**src/rtl/mem_lsu_pkg.sv**
```systemverilog
// mem_lsu_pkg: shared funct3 codes, FSM states and access sizes for the load/store unit
package mem_lsu_pkg;
    localparam logic [2:0] F3_B  = 3'b000;
    localparam logic [2:0] F3_H  = 3'b001;
    localparam logic [2:0] F3_W  = 3'b010;
    localparam logic [2:0] F3_BU = 3'b100;
    localparam logic [2:0] F3_HU = 3'b101;

    typedef enum logic [1:0] {S_IDLE, S_BUSY, S_RESP} state_e;
    typedef enum logic [1:0] {SZ_BYTE, SZ_HALF, SZ_WORD} size_e;

    function automatic size_e f3_size(input logic [2:0] f3);
        return (f3 == F3_B || f3 == F3_BU) ? SZ_BYTE :
               (f3 == F3_H || f3 == F3_HU) ? SZ_HALF : SZ_WORD;
    endfunction
endpackage

```
**src/rtl/mem_lsu_if.sv**
```systemverilog
// mem_lsu_if: request/acknowledge bus between the load/store unit and data memory
interface mem_lsu_if;
    logic        mem_req;
    logic        mem_we;
    logic [31:0] mem_addr;
    logic [3:0]  mem_be;
    logic [31:0] mem_wdata;
    logic        mem_ack;
    logic [31:0] mem_rdata;

    modport master(output mem_req, mem_we, mem_addr, mem_be, mem_wdata, input mem_ack, mem_rdata);
    modport slave(input mem_req, mem_we, mem_addr, mem_be, mem_wdata, output mem_ack, mem_rdata);
endinterface

```
**src/rtl/lsu_align.sv**
```systemverilog
// lsu_align: byte-lane steering for stores and lane extraction with sign/zero extension for loads
module lsu_align
    import mem_lsu_pkg::*;
(
    input  logic [1:0]  st_off_i,
    input  size_e       st_size_i,
    input  logic [31:0] st_data_i,
    output logic [3:0]  st_be_o,
    output logic [31:0] st_data_o,
    input  logic [1:0]  ld_off_i,
    input  size_e       ld_size_i,
    input  logic        ld_signed_i,
    input  logic [31:0] ld_rdata_i,
    output logic [31:0] ld_data_o
);
    logic [7:0]  b;
    logic [15:0] h;

    // halves pick their lane from bit 1 only, so an odd half address folds onto its aligned half
    always_comb begin
        st_be_o   = st_size_i == SZ_BYTE ? 4'b0001 << st_off_i :
                    st_size_i == SZ_HALF ? (st_off_i[1] ? 4'b1100 : 4'b0011) : 4'b1111;
        st_data_o = st_size_i == SZ_BYTE ? {4{st_data_i[7:0]}} :
                    st_size_i == SZ_HALF ? {2{st_data_i[15:0]}} : st_data_i;
        b         = ld_rdata_i[{ld_off_i, 3'b000} +: 8];
        h         = ld_off_i[1] ? ld_rdata_i[31:16] : ld_rdata_i[15:0];
        ld_data_o = ld_size_i == SZ_BYTE ? {{24{ld_signed_i & b[7]}}, b} :
                    ld_size_i == SZ_HALF ? {{16{ld_signed_i & h[15]}}, h} : ld_rdata_i;
    end
endmodule

```
**src/rtl/mem_lsu.sv**
```systemverilog
// mem_lsu: MEM-stage load/store unit with req/ack memory handshake; MEM_LSU_MISALIGN_TRAP_EN enables misalignment trapping
module mem_lsu
    import mem_lsu_pkg::*;
#(
    parameter int TIMEOUT = 16
) (
    input  logic        clk,
    input  logic        rst,
    input  logic        in_valid_i,
    input  logic        is_load_i,
    input  logic        is_store_i,
    input  logic [2:0]  funct3_i,
    input  logic [31:0] addr_i,
    input  logic [31:0] wdata_i,
    mem_lsu_if.master   mem,
    output logic        stall_o,
    output logic        done_o,
    output logic [31:0] load_data_o,
    output logic        err_misalign_o,
    output logic        err_timeout_o
);
    state_e      state_q;
    size_e       size_d, size_q;
    logic        accept_d, mis_d, req_q, we_q, sign_q, done_q, emis_q, eto_q;
    logic [1:0]  off_q;
    logic [3:0]  be_q, st_be;
    logic [7:0]  cnt_q;
    logic [31:0] addr_q, wdata_q, ld_q, st_data, ld_data;

    assign size_d   = f3_size(funct3_i);
    assign accept_d = in_valid_i & (is_load_i | is_store_i);
`ifdef MEM_LSU_MISALIGN_TRAP_EN
    assign mis_d = (size_d == SZ_HALF && addr_i[0]) || (size_d == SZ_WORD && addr_i[1:0] != 2'b00);
`else
    assign mis_d = 1'b0;
`endif

    lsu_align u_align (
        .st_off_i   (addr_i[1:0]),
        .st_size_i  (size_d),
        .st_data_i  (wdata_i),
        .st_be_o    (st_be),
        .st_data_o  (st_data),
        .ld_off_i   (off_q),
        .ld_size_i  (size_q),
        .ld_signed_i(sign_q),
        .ld_rdata_i (mem.mem_rdata),
        .ld_data_o  (ld_data)
    );

    // access FSM: capture at accept, hold the request until ack or timeout, then pulse done for one cycle
    always_ff @(posedge clk) begin
        if (rst) begin
            state_q <= S_IDLE;
            cnt_q   <= '0;
            req_q   <= 1'b0;
            we_q    <= 1'b0;
            addr_q  <= '0;
            be_q    <= '0;
            wdata_q <= '0;
            off_q   <= '0;
            size_q  <= SZ_BYTE;
            sign_q  <= 1'b0;
            done_q  <= 1'b0;
            ld_q    <= '0;
            emis_q  <= 1'b0;
            eto_q   <= 1'b0;
        end else begin
            case (state_q)
                S_IDLE: if (accept_d) begin
                    we_q    <= is_store_i;
                    addr_q  <= {addr_i[31:2], 2'b00};
                    be_q    <= is_store_i ? st_be : 4'b1111;
                    wdata_q <= is_store_i ? st_data : '0;
                    off_q   <= addr_i[1:0];
                    size_q  <= size_d;
                    sign_q  <= ~funct3_i[2];
                    cnt_q   <= '0;
                    ld_q    <= '0;
                    state_q <= mis_d ? S_RESP : S_BUSY;
                    req_q   <= ~mis_d;
                    done_q  <= mis_d;
                    emis_q  <= mis_d;
                end
                S_BUSY: if (mem.mem_ack) begin
                    state_q <= S_RESP;
                    req_q   <= 1'b0;
                    done_q  <= 1'b1;
                    ld_q    <= we_q ? '0 : ld_data;
                end else if (cnt_q == 8'(TIMEOUT - 1)) begin
                    state_q <= S_RESP;
                    req_q   <= 1'b0;
                    done_q  <= 1'b1;
                    eto_q   <= 1'b1;
                end else begin
                    cnt_q <= cnt_q + 8'd1;
                end
                default: begin
                    state_q <= S_IDLE;
                    done_q  <= 1'b0;
                    ld_q    <= '0;
                    emis_q  <= 1'b0;
                    eto_q   <= 1'b0;
                end
            endcase
        end
    end

    assign stall_o        = (state_q == S_IDLE && accept_d) || state_q == S_BUSY;
    assign done_o         = done_q;
    assign load_data_o    = ld_q;
    assign err_misalign_o = emis_q;
    assign err_timeout_o  = eto_q;
    assign mem.mem_req    = req_q;
    assign mem.mem_we     = we_q;
    assign mem.mem_addr   = addr_q;
    assign mem.mem_be     = be_q;
    assign mem.mem_wdata  = wdata_q;
endmodule

```
**src/flat_wrapper.sv**
```systemverilog
// flat-port wrapper written by rule: the top's interface ports become plain ports
module mem_lsu_flat import mem_lsu_pkg::*;
#(
    parameter int TIMEOUT = 16
)
  (clk, rst, in_valid_i, is_load_i, is_store_i, funct3_i, addr_i, wdata_i, stall_o, done_o, load_data_o, err_misalign_o, err_timeout_o, mem_mem_req, mem_mem_we, mem_mem_addr, mem_mem_be, mem_mem_wdata, mem_mem_ack, mem_mem_rdata);
  mem_lsu_if mem_i ();
  input  logic clk;
  input  logic rst;
  input  logic in_valid_i;
  input  logic is_load_i;
  input  logic is_store_i;
  input  logic [2:0] funct3_i;
  input  logic [31:0] addr_i;
  input  logic [31:0] wdata_i;
  output logic stall_o;
  output logic done_o;
  output logic [31:0] load_data_o;
  output logic err_misalign_o;
  output logic err_timeout_o;
  output wire logic [$bits(mem_i.mem_req)-1:0] mem_mem_req;
  output wire logic [$bits(mem_i.mem_we)-1:0] mem_mem_we;
  output wire logic [$bits(mem_i.mem_addr)-1:0] mem_mem_addr;
  output wire logic [$bits(mem_i.mem_be)-1:0] mem_mem_be;
  output wire logic [$bits(mem_i.mem_wdata)-1:0] mem_mem_wdata;
  input wire logic [$bits(mem_i.mem_ack)-1:0] mem_mem_ack;
  input wire logic [$bits(mem_i.mem_rdata)-1:0] mem_mem_rdata;
  assign mem_mem_req = mem_i.mem_req;
  assign mem_mem_we = mem_i.mem_we;
  assign mem_mem_addr = mem_i.mem_addr;
  assign mem_mem_be = mem_i.mem_be;
  assign mem_mem_wdata = mem_i.mem_wdata;
  assign mem_i.mem_ack = mem_mem_ack;
  assign mem_i.mem_rdata = mem_mem_rdata;
  mem_lsu #(.TIMEOUT(TIMEOUT)) u_core (.clk(clk), .rst(rst), .in_valid_i(in_valid_i), .is_load_i(is_load_i), .is_store_i(is_store_i), .funct3_i(funct3_i), .addr_i(addr_i), .wdata_i(wdata_i), .mem(mem_i), .stall_o(stall_o), .done_o(done_o), .load_data_o(load_data_o), .err_misalign_o(err_misalign_o), .err_timeout_o(err_timeout_o));
endmodule
```
**config.mk**
```make
export PLATFORM = sky130hd
export DESIGN_NAME = mem_lsu_flat
export DESIGN_NICKNAME = d
export VERILOG_FILES = /design/src/rtl/mem_lsu_pkg.sv /design/src/rtl/mem_lsu_if.sv /design/src/rtl/lsu_align.sv /design/src/rtl/mem_lsu.sv /design/src/flat_wrapper.sv
export SDC_FILE = /design/constraint.sdc
export NUM_CORES = 1
export LEC_CHECK = 0
export BUFFER_PORTS_ARGS = -buffer_cell sky130_fd_sc_hd__buf_2
export CAP_MARGIN = 20
export CORE_MARGIN = 2
export CORE_UTILIZATION = 44
export DETAILED_ROUTE_END_ITERATION = 10
export PLACE_DENSITY = 0.77
export SETUP_SLACK_MARGIN = 0.02
export SLEW_MARGIN = 20
export SYNTH_ARGS = -nofsm -noshare
export SYNTH_HDL_FRONTEND = slang
export SYNTH_SLANG_ARGS = --single-unit
```
**constraint.sdc**
```tcl
create_clock -name clk -period 1.8 [get_ports clk]
set_input_delay 0.36 -clock clk [delete_from_list [all_inputs] [get_ports clk]]
set_output_delay 0.36 -clock clk [all_outputs]
set_load 0.005 [all_outputs]
```
Word-level counts from Yosys, hierarchy flattened
Index checks and enable logic that the tools add are counted.
{"block": "word_totals", "register_bits": 118, "inputBits": 105, "output_inout_bits": 106, "wordCells": 88}
{"block": "classes", "addsub": 1, "eq_ne": 13, "n_shift": 2, "n_mux": 35, "bitwise": 7, "n_reduce_logical": 16}
{"op": "$mux W32", "count": 8}
{"op": "$pmux W32 S2", "count": 1}
{"op": "$shiftx A32 B6 Y8", "count": 1}
{"op": "$mux W8", "count": 3}
{"op": "$mux W16", "count": 1}
{"op": "$mux W4", "count": 4}
{"op": "$pmux W8 S2", "count": 1}
{"op": "$mux W2", "count": 5}
{"op": "$add A8 B1 Y8 const B", "count": 1}
{"op": "$eq A8 B4 Y1 const B", "count": 1}
{"op": "$pmux W1 S2", "count": 4}
{"op": "$reduce_and A2 Y1", "count": 4}
{"op": "$mux W1", "count": 7}
{"op": "$eq A2 B1 Y1 const B", "count": 3}
{"op": "$eq A3 B3 Y1 const B", "count": 2}
{"op": "$logic_not A2 Y1", "count": 3}
{"op": "$ne A2 B2 Y1 const B", "count": 3}
{"op": "$reduce_and A3 Y1", "count": 2}
{"op": "$ne A2 B1 Y1 const B", "count": 2}
{"op": "$pmux W2 S2", "count": 1}
{"op": "$reduce_and A4 Y1", "count": 1}
{"op": "$shl A1 B2 Y4 const A", "count": 1}
{"op": "$and A1 B1 Y1", "count": 3}
{"op": "$eq A3 B1 Y1 const B", "count": 1}
{"op": "other kinds (7)", "count": 11}

Logic depth before layout (Yosys ltp)
Gate-level depths: netlist of run 1.
{"block": "logic_depth", "ltp_word": 8, "ltp_mapped": 8, "depth_no_buf": 5}

Modules after synthesis
A second synthesis of run 1 with hierarchy kept.
{"block": "unflattened", "hier_cells": 735, "hier_area_um2": 5863.1}
{"mod": "mem_lsu", "instances": 1, "cells_per_inst": 540, "area_per_inst_um2": 4470.5, "seq_area_each_um2": 2322.2}
{"mod": "lsu_align", "instances": 1, "cells_per_inst": 195, "area_per_inst_um2": 1392.6, "seq_area_each_um2": 0.0}

Least setup slack after synthesis of run 1
Ideal clock, no wire load.
{"block": "synth_timing", "path_kind": "input to output", "start": "input is_store_i", "end": "output stall_o", "arrival_ns": 1.443, "required_ns": 1.440, "path_slack_ns": -0.003, "stages": 7, "path_buffers": 4, "cell_sequence": "buf_2 > or2_1 > buf_2 > nand3_1 > buf_2 > buf_2 > nand2_1"}
{"block": "synth_between", "elab_chain_cells": 4}
{"element": "start: declaration", "line": "flat_wrapper.sv:12", "source": "input logic is_store_i;"}
{"element": "$or A1 B1 Y1", "line": "mem_lsu.sv:31", "source": "assign accept_d = in_valid_i & (is_load_i | is_store_i);"}
{"element": "$and A1 B1 Y1", "line": "mem_lsu.sv:31"}
{"element": "$logic_and A1 B1 Y1", "line": "mem_lsu.sv:109", "source": "assign stall_o = (state_q == S_IDLE && accept_d) || state_q == S_BUSY;"}
{"element": "$logic_or A1 B1 Y1", "line": "mem_lsu.sv:109"}
{"element": "end: declaration", "line": "flat_wrapper.sv:16", "source": "output logic stall_o;"}
Every way passes these cells.

Worst setup path after layout of run 1
{"block": "layout_timing", "start": "register u_core.state_q[0]", "end": "output stall_o"}
{"block": "layout_between", "elab_chain_cells": 3, "word_cells_on_any_way": 4, "cone_classes": "eq/ne (1); reduce/logical (3)"}
{"element": "start: declaration", "line": "mem_lsu.sv:22", "source": "state_e state_q;"}
{"element": "start signal: assignment", "line": "mem_lsu.sv:80", "source": "state_q <= mis_d ? S_RESP : S_BUSY;"}
{"element": "$logic_not A2 Y1", "line": "mem_lsu.sv:109"}
{"element": "$logic_and A1 B1 Y1", "line": "mem_lsu.sv:109"}
{"element": "$logic_or A1 B1 Y1 *", "line": "mem_lsu.sv:109"}
Mark *: on every way between the ends. The rest lies on a longest branch, timed or not.

==> flow_metrics.tcl, run 1 <==
set metrics [dict create \
    synth_warnings 0 \
    leakage_nw 3.36 \
    row_count 39 \
    final_cell_mix "buf_2 (207), nand2_1 (118), dfxtp_1 (112)" \
    vias 5466 \
    finalNonFillerCells 1004 \
    rr_endpoint "u_core.load_data_o[21]$_SDFFE_PP0P_" \
    synth-edff-count 0 \
    multi_input_area_um2 2600 \
    layout_commonest_cell "buf_2" \
    yosysTopAreaCell "dfxtp_1" \
    die_area_um2 12900 \
    r2r_slack_ns 0.09 \
    fp.dieW_um 113 \
    die_y_um 113 \
    cts_tree "yes" \
    cts-root-buf "clkbuf_16" \
    required_ns 1.44 \
    start_kind "flop" \
    gp_congestion 0.901 \
    dp_hpwl_um 11300 \
    drt_iter0_markers 539 \
    cap_violations 0 \
    synth_top_area_share_pct 44.0 \
    antenna_found_initial 0 \
    ys_ff_latch 116 \
    fin_crit_ns 1.79 \
    critPathArrivalTime_ns 1.43 \
    fp.coreArea_um2 11600 \
    power_mw 7.26 \
    ys_types 50 \
    nets 954 \
    n_fill_cell 972 \
    grt_max_degree 50 \
    avgSynthCellArea_um2 8.38 \
    drc 0 \
    port_buffers 207 \
    totalWireLength_um 16200 \
    grt_pass1_wl_um 25100 \
    ys.flop_type "dfxtp_1" \
    reg2regPathDepth 5 \
    power_density_nw_per_um2 989 \
    ys_seq_area_share_pct 44.0 \
    vias_per_cell 5.44 \
    min_path_type "input pin to flop" \
    drive_above_1_share_pct 38.8 \
    async_flop_share_pct 0 \
    crit_type "flop to output pin" \
    status "finished clean" \
    worst_setup_path_end_kind "output pin" \
    grt_overflow 0 \
    num_antenna_cells 0 \
    max_slew_margin_pct 49.5 \
    routedWlPerCell_um 16.1 \
    final-hold-violation-count 0 \
    clkSinkCount 116 \
    finalSetupViolCount 0 \
    path_clk_slew_ns 0.05 \
    reg2reg_from "u_core.off_q[0]$_SDFFE_PP0P_" \
    crit_fanout 5 \
    dp.cells 958 \
    clockBufferDepth 2 \
    grt_pass1_vias 4946 \
    min_to "u_core.sign_q$_SDFFE_PP0P_" \
    peakVddDrop_mv 0.682 \
    fin_crit_sh_pct 99.3 \
    hold_ws_ns 0.165 \
    worst_slack_ns 0.0133 \
    htree_levels 4 \
    synthesis.area_um2 5270 \
    fin_skew_ns 0.00862 \
    place_ws_ns -0.275 \
    drv_slew 0 \
    tightest_slew_ns 0.758 \
    firstDrtPassIters 5 \
    ff_latch_area_um2 2330 \
    rsz0062_at_grt "yes" \
    grtUsageTotal_pct 24.8 \
    num_io_pins 211 \
    final.setup.tns_ns 0 \
    start_util_pct 45.6 \
    syn_inst 629 \
    min-delay-start "funct3_i[2]" \
    numCtsBuffers 17 \
    worstSkewPairLatency_ns 0.42 \
    synth_area_leaders "dfxtp_1 (44%), nand2_1 (8.5%), a21oi_1 (7.5%)" \
    hold_depth 2 \
    area_delta_synth_final_pct 39.2 \
    antenna_left 0 \
    max_freq_mhz 560 \
]
worst max-delay path, cell delays in order, from the launching register on:
cell,delay (ns)
dfxtp_2,0.32
buf_6,0.11
and2b_1,0.22
buf_6,0.13
nand3_4,0.06
nand2_2,0.06
buf_2,0.10
worst max-delay path by stage:
stage	startpoint	endpoint	slack (ns)	cells past startpoint
2_1_floorplan	is_store_i	stall_o	0.04	7
3_3_place_gp	rst	u_core.load_data_o[28]$_SDFFE_PP0P_	-0.26	4
3_5_place_dp	rst	u_core.load_data_o[21]$_SDFFE_PP0P_	-0.27	4
4_1_cts	u_core.state_q[0]$_SDFFE_PP0P_	stall_o	-0.08	6
5_1_grt	u_core.state_q[1]$_SDFFE_PP0P_	stall_o	-0.04	6
6_report	u_core.state_q[0]$_SDFFE_PP0P_	stall_o	0.01	6
cells by family (layout without fill, tap and decap cells):
family / Yosys count / in the layout / synth area share (%)
AO/OA/AOI/OAI: 173 / 173 / 22.4
adder cells (fa/ha/maj): 1 / 1 / 0.237
buffers and inverters: 86 / 316 / 7.24
flip-flops: 116 / 116 / 44.0
multiplexers: 32 / 32 / 7.40
other: 1 / 3 / 0.0711
AND/OR/NAND/NOR: 220 / 220 / 18.7
synthesized netlist by cell type (2+ instances only):
cell type and number:
and4_1 2, o22ai_1 4, and3_1 6, o31ai_1 3, nor4_1 2, a221o_1 10
a311oi_1 2, clkbuf_1 29, buf_6 2, a22o_1 8, o21bai_1 4, a31oi_1 16
nor3_1 13, nor2b_1 5, o2bb2ai_1 4, o21ai_0 14, buf_4 5, inv_1 26
nand3_1 33, o32ai_1 8, or4_1 2, nand2_1 120, nor2_1 20, a221o_2 10
nand2b_1 8, a32o_1 4, a21oi_1 79, mux4_2 4, mux2i_1 12, nand4_1 2
nor2_2 2, dfxtp_1 116, buf_1 3, mux2_2 16, buf_2 20
area by class of cell:
type / count / share of cell area (%)
well taps: 143 / 2.44
repair buffers: 257 / 20.4
multi-input cells: 429 / 35.4
inverters: 27 / 1.48
flip-flops and latches: 116 / 31.7
clock inverters: 10 / 2.08
clock buffers: 22 / 6.46
flip-flops by register name, indices dropped and copies added, names as in the netlist:
name                  count
u_core.cnt_q              8
u_core.mem.mem_addr      30
u_core.sign_q             1
u_core.size_q             2
u_core.mem.mem_req        1
u_core.mem.mem_wdata     32
u_core.load_data_o       32
u_core.err_timeout_o      1
u_core.state_q            2
u_core.mem.mem_be         4
u_core.off_q              2
u_core.mem.mem_we         1
routing by layer:
metal / global-route usage (%) / wire [um] / vias to the layer above
met4: 8.21 / 219 / 0
li1: - / - / 2669
met3: 8.08 / 1400 / 20
met2: 41.0 / 7850 / 252
met1: 30.6 / 6710 / 2525
met5: 0 / 0 / -
what timing repair did:
item                       in CTS  in global routing
pin swaps                       2                  2
setup buffers                   2                 12
gates resized for setup         2                 11
hold buffers                    0                  0
gates cloned                    0                  0
setup endpoints to repair      17                 31
metrics by stage:
step,area (um2),util (%)
after floorplan,5280,-
after global routing,7340,63.4
after detailed placement,6550,56.7
after CTS,7220,62.4
final,7340,63.4
after global placement,6550,56.7
power by group:
group,internal [mW],switching [mW]
clock network,2.41,1.17
logic,0.419,0.522
registers,2.68,0.0595
total,5.51,1.75
Power figures use the tool's default switching activity.
==> run 2, diff against run 1 <==
CTS_BUF_LIST = sky130_fd_sc_hd__clkbuf_16   (was not set)
==> flow_metrics.tcl, run 2 (synthesis gave the netlist of run 1 again) <==
set metrics [dict create \
    status "finished clean" \
    clockBufferDepth 2 \
    final-hold-violation-count 0 \
    start_util_pct 45.6 \
    vias_per_cell 5.42 \
    antenna_found_initial 0 \
    comb_power_share_pct 13.1 \
    antenna_left 0 \
    fin_skew_ns 0.0105 \
    firstDrtPassIters 5 \
    dp_hpwl_um 11300 \
    area_delta_synth_final_pct 38.2 \
    tightest_slew_ns 0.755 \
    critPathArrivalTime_ns 1.39 \
    required_ns 1.44 \
    holdBufCountCts 0 \
    layout_commonest_cell "buf_2" \
    num_antenna_cells 0 \
    vias 5427 \
    min_path_type "input pin to flop" \
    start_kind "flop" \
    worst_slack_ns 0.0504 \
    final_area_um2 7290 \
    die_area_um2 12900 \
    totalWireLength_um 16200 \
    multi_input_area_um2 2600 \
    min_to "u_core.sign_q$_SDFFE_PP0P_" \
    r2r_slack_ns 0.09 \
    worst_setup_path_end_kind "output pin" \
    row_count 39 \
    crit_fanout 7 \
    hold_ws_ns 0.159 \
    grt_max_degree 50 \
    routedWlPerCell_um 16.2 \
    hold_depth 2 \
    fin_util_pct 63.0 \
    grtUsageTotal_pct 24.8 \
    fin_crit_sh_pct 97.2 \
    fp.coreArea_um2 11600 \
    numCtsBuffers 17 \
    seqPwrFrac_pct 38.4 \
    swShare_pct 24.7 \
    final_cell_mix "buf_2 (207), nand2_1 (118), dfxtp_1 (112)" \
    max_freq_mhz 572 \
    path_clk_slew_ns 0.05 \
    power_density_nw_per_um2 978 \
    cts-root-buf "clkbuf_16" \
    min-delay-start "funct3_i[2]" \
    ff_latch_area_um2 2330 \
    reg2regPathDepth 5 \
    rr_endpoint "u_core.load_data_o[21]$_SDFFE_PP0P_" \
    die_y_um 113 \
    finalSetupViolCount 0 \
    cts_tree "yes" \
    drv_slew 0 \
    drt_iter0_markers 575 \
    fin_crit_ns 1.75 \
    drc 0 \
    cell_internal_pwr_mw 5.36 \
    fp.dieW_um 113 \
    place_ws_ns -0.275 \
    grt_pass1_vias 4953 \
    nets 951 \
    num_io_pins 211 \
    rsz0062_at_grt "yes" \
    cap_violations 0 \
    htree_levels 4 \
    grt_pass1_wl_um 25000 \
    worstSkewPairLatency_ns 0.42 \
    p_switching_mw 1.76 \
    n_fill_cell 982 \
    leakage_nw 3.34 \
    reg2reg_from "u_core.off_q[0]$_SDFFE_PP0P_" \
    port_buffers 207 \
    clock_power_share_pct 48.5 \
    grt_overflow 0 \
    peakVddDrop_mv 0.682 \
    place_area_um2 6550 \
    clkSinkCount 116 \
    drive_above_1_share_pct 38.2 \
    gp_congestion 0.901 \
    crit_type "flop to output pin" \
    max_slew_margin_pct 49.7 \
]
[run 2: changes by cell type in the layout (fill, tap and decap cells not counted)]
cell | before | now
buf_4 | 41 | 38
clkbuf_1 | 2 | 0
clkbuf_8 | 3 | 0
clkinv_1 | 0 | 3
dfxtp_2 | 4 | 3
dfxtp_4 | 0 | 1
inv_1 | 25 | 27
[run 2: final cells by class]
cell class                 count  share of cell area [%]
multi-input combinational    429                    35.6
sequential                   116                    32.0
timing repair buffer         254                    20.2
clock buffer                  17                    5.84
tap                          143                    2.46
clock inverter                15                    2.35
inverter                      27                    1.49
[run 2: metrics by stage]
step / power [mW] / cells / TNS (ns)
final: 7.13 / 1001 / 0
after global routing: 7.40 / 1001 / -0.0147
after detailed placement: 3.69 / 958 / -4.23
after floorplan: 3.28 / 631 / 0
after global placement: 3.68 / 958 / -3.97
after CTS: 7.15 / 992 / -0.0798
[run 2: worst max-delay path by stage]
stage | slack, ns | startpoint | endpoint
detailed placement | -0.27 | rst | u_core.load_data_o[21]$_SDFFE_PP0P_
finish | 0.05 | u_core.state_q[0]$_SDFFE_PP0P_ | stall_o
floorplan | 0.04 | is_store_i | stall_o
CTS | -0.08 | u_core.state_q[0]$_SDFFE_PP0P_ | stall_o
global route | -0.01 | u_core.state_q[1]$_SDFFE_PP0P_ | stall_o
global placement | -0.26 | rst | u_core.load_data_o[28]$_SDFFE_PP0P_
[run 2: layer usage]
| metal | vias up | GRT usage (%) | part of all wire [%] |
|---|---|---|---|
| met1 | 2471 | 30.7 | 41 |
| li1 | 2659 | - | - |
| met4 | 0 | 8.21 | 1.2 |
| met3 | 17 | 8.02 | 9.7 |
| met2 | 280 | 40.8 | 48 |
| met5 | - | 0 | 0 |
[run 2: power by group through the flow]
stage	combinational (mW)	sequential [mW]	clock, mW
6_report	0.934	2.74	3.45
4_1_cts	0.914	2.73	3.50
3_5_place_dp	0.900	2.79	0
5_1_grt	1.02	2.75	3.62
2_1_floorplan	0.484	2.79	0
3_3_place_gp	0.894	2.78	0
[run 2: worst max-delay path, cell delays in order, from the launching register on]
cell,delay (ns)
dfxtp_4,0.36
and2b_1,0.23
buf_6,0.14
nand3_4,0.08
nand2_2,0.05
buf_2,0.10
[run 2: what timing repair did]
item,in CTS,in global routing
pin swaps,2,0
gates resized for setup,2,12
endpoints found under the setup margin,17,28
buffers inserted,2,10
==> run 3, diff against run 2 <==
CORE_UTILIZATION = 45   (was 44)
PLACE_DENSITY = 0.76   (was 0.77)
SYNTH_HIERARCHICAL = 1   (was not set)
==> flow_metrics.tcl, run 3 <==
set metrics [dict create \
    htree_levels 4 \
    synthesis.area_um2 5860 \
    crit_family "simple AND/OR/NAND/NOR gates" \
    row_count 41 \
    gp_congestion 0.908 \
    port_buffers 207 \
    grt_max_degree 117 \
    routedWlPerCell_um 15.5 \
    drive_above_1_share_pct 32.4 \
    ys_types 57 \
    synth_warnings 6 \
    drv_slew 0 \
    drt_iter0_markers 471 \
    cap_violations 0 \
    met3_usage_pct 8.88 \
    met2_usage_pct 36.8 \
    ys.flop_type "dfxtp_1" \
    min-delay-start "funct3_i[2]" \
    hold_depth 2 \
    final.setup.tns_ns 0 \
    avgSynthCellArea_um2 7.98 \
    ys_seq_area_share_pct 39.6 \
    synth-edff-count 0 \
    critPathArrivalTime_ns 1.37 \
    yosysTopAreaCell "dfxtp_1" \
    reg2reg_from "u_core/off_q[1]$_SDFFE_PP0P_" \
    synth_top_area_share_pct 39.6 \
    totalWireLength_um 17000 \
    n_fill_cell 1196 \
    top_usage_layer "met2" \
    leakage_nw 3.25 \
    max_freq_mhz 578 \
    power_density_nw_per_um2 883 \
    fin_crit_sh_pct 96.2 \
    firstDrtPassIters 5 \
    peakVddDrop_mv 0.698 \
    area_delta_synth_final_pct 28.4 \
    worst_setup_path_end_kind "output pin" \
    holdBufCountCts 0 \
    start_util_pct 46.3 \
    min_to "u_core/sign_q$_SDFFE_PP0P_" \
    path_clk_slew_ns 0.06 \
    async_flop_share_pct 0 \
    worstSkewPairLatency_ns 0.41 \
    fp.dieW_um 118 \
    final_cell_mix "buf_2 (206), nand2_1 (154), dfxtp_1 (114)" \
    start_kind "flop" \
    crit_type "flop to output pin" \
    reg2regPathDepth 6 \
    syn_inst 735 \
    crit_start "u_core/state_q[0]$_SDFFE_PP0P_" \
    critical_path_buf_inv_count 1 \
    synth_area_leaders "dfxtp_1 (40%), nand2_1 (9.9%), a21oi_1 (6.2%)" \
    numCtsBuffers 17 \
    crit_fanout 4 \
    die_y_um 118 \
    clockBufferDepth 2 \
    fin_skew_ns 0.00678 \
    vias_per_cell 5.33 \
    rr_endpoint "u_core/load_data_o[7]$_SDFFE_PP0P_" \
    cts-root-buf "clkbuf_16" \
    place_area_um2 7000 \
    ys_ff_latch 116 \
    num_io_pins 211 \
    drc 0 \
    min_path_type "input pin to flop" \
    nets 1020 \
    antenna_left 0 \
    synth_common_cells "nand2_1 (154), dfxtp_1 (116), a21oi_1 (73), nand3_1 (46), clkbuf_1 (42)" \
    rsz0062_at_grt "no" \
    dp_hpwl_um 11300 \
    clkSinkCount 116 \
    die_area_um2 14000 \
    synth_most_common_cell "nand2_1" \
    max_slew_margin_pct 64.8 \
    cp_cell_sequence "or3_4 > nand2_1 > buf_2" \
    vias 5868 \
    required_ns 1.44 \
    cts_tree "yes" \
    grt_overflow 0 \
    layout_commonest_cell "buf_2" \
    grt_pass1_vias 5491 \
    cpMaxStageDelayCell "or3_4" \
    status "finished clean" \
    antenna_found_initial 2 \
    tightest_slew_ns 0.528 \
    slowest_delay_ns 0.41 \
    fp.coreArea_um2 12700 \
    grtUsageTotal_pct 23.7 \
    use_met1_pct 29.5 \
    finalSetupViolCount 0 \
    grt_pass1_wl_um 27000 \
    r2r_slack_ns 0.20 \
    fin_crit_ns 1.73 \
    final_area_um2 7530 \
    final-hold-violation-count 0 \
]
[run 3: power by group]
part | switching [mW] | internal, mW | leakage, nW | total, mW
Sequential | 0.0644 | 2.68 | 0.945 | 2.74
Combinational | 0.591 | 0.463 | 2.05 | 1.05
Clock | 1.15 | 1.70 | 0.252 | 2.85
[run 3: worst max-delay path by stage]
stage | to | slack (ns) | cells past startpoint
global placement | u_core/mem.mem_be[0]$_SDFFE_PP0P_ | 0.17 | 6
CTS | stall_o | 0.03 | 4
global route | stall_o | 0.03 | 3
detailed placement | u_core/mem.mem_be[0]$_SDFFE_PP0P_ | 0.14 | 6
finish | stall_o | 0.07 | 3
floorplan | stall_o | 0.16 | 6
[run 3: timing repair]
item	in CTS	in global routing
resized for setup	3	1
setup buffers	0	2
setup endpoints to repair	1	1
[run 3: per-stage QoR]
stage / power [mW] / setup slack, ns / instances / util (%) / hold slack [ns]
after floorplan: 3.43 / 0.156 / 737 / - / 0.433
after global placement: 3.81 / 0.171 / 1065 / 55.2 / 0.437
after detailed placement: 3.83 / 0.140 / 1065 / 55.2 / 0.441
after CTS: 6.69 / 0.0284 / 1097 / 59.3 / 0.161
after global routing: 6.94 / 0.0252 / 1100 / 59.4 / 0.156
final: 6.65 / 0.0686 / 1100 / 59.4 / 0.180
[run 3: cells by family (layout without fill, tap and decap cells)]
group,count (synthesis),after routing,share of synthesized area (%)
and+or+nand+nor,326,326,28.0
AOI/OAI and AO/OA,176,176,17.1
DFF,116,116,39.6
buffers and inverters,82,272,7.23
muxes,33,33,7.77
adders and majority gates,1,1,0.213
other,1,4,0.0640
[run 3: final cells by class]
type                    instances  area, um2  share of cell area [%]
diodes                          1       2.50                  0.0332
clock buffers                  17        425                    5.65
clock inverters                15       77.6                    1.03
inverters                       4       15.0                   0.199
multi-input cells             539       3140                    41.6
flip-flops and latches        116       2330                    30.9
well taps                     172        215                    2.86
repair buffers                236       1330                    17.7
[run 3: layer usage]
metal	wire, um	share of wire, %	vias to the layer above
met2	8110	48	253
met4	316	1.9	2
li1	-	-	2886
met5	11	0.065	-
met3	1530	9.0	31
met1	7060	41	2696
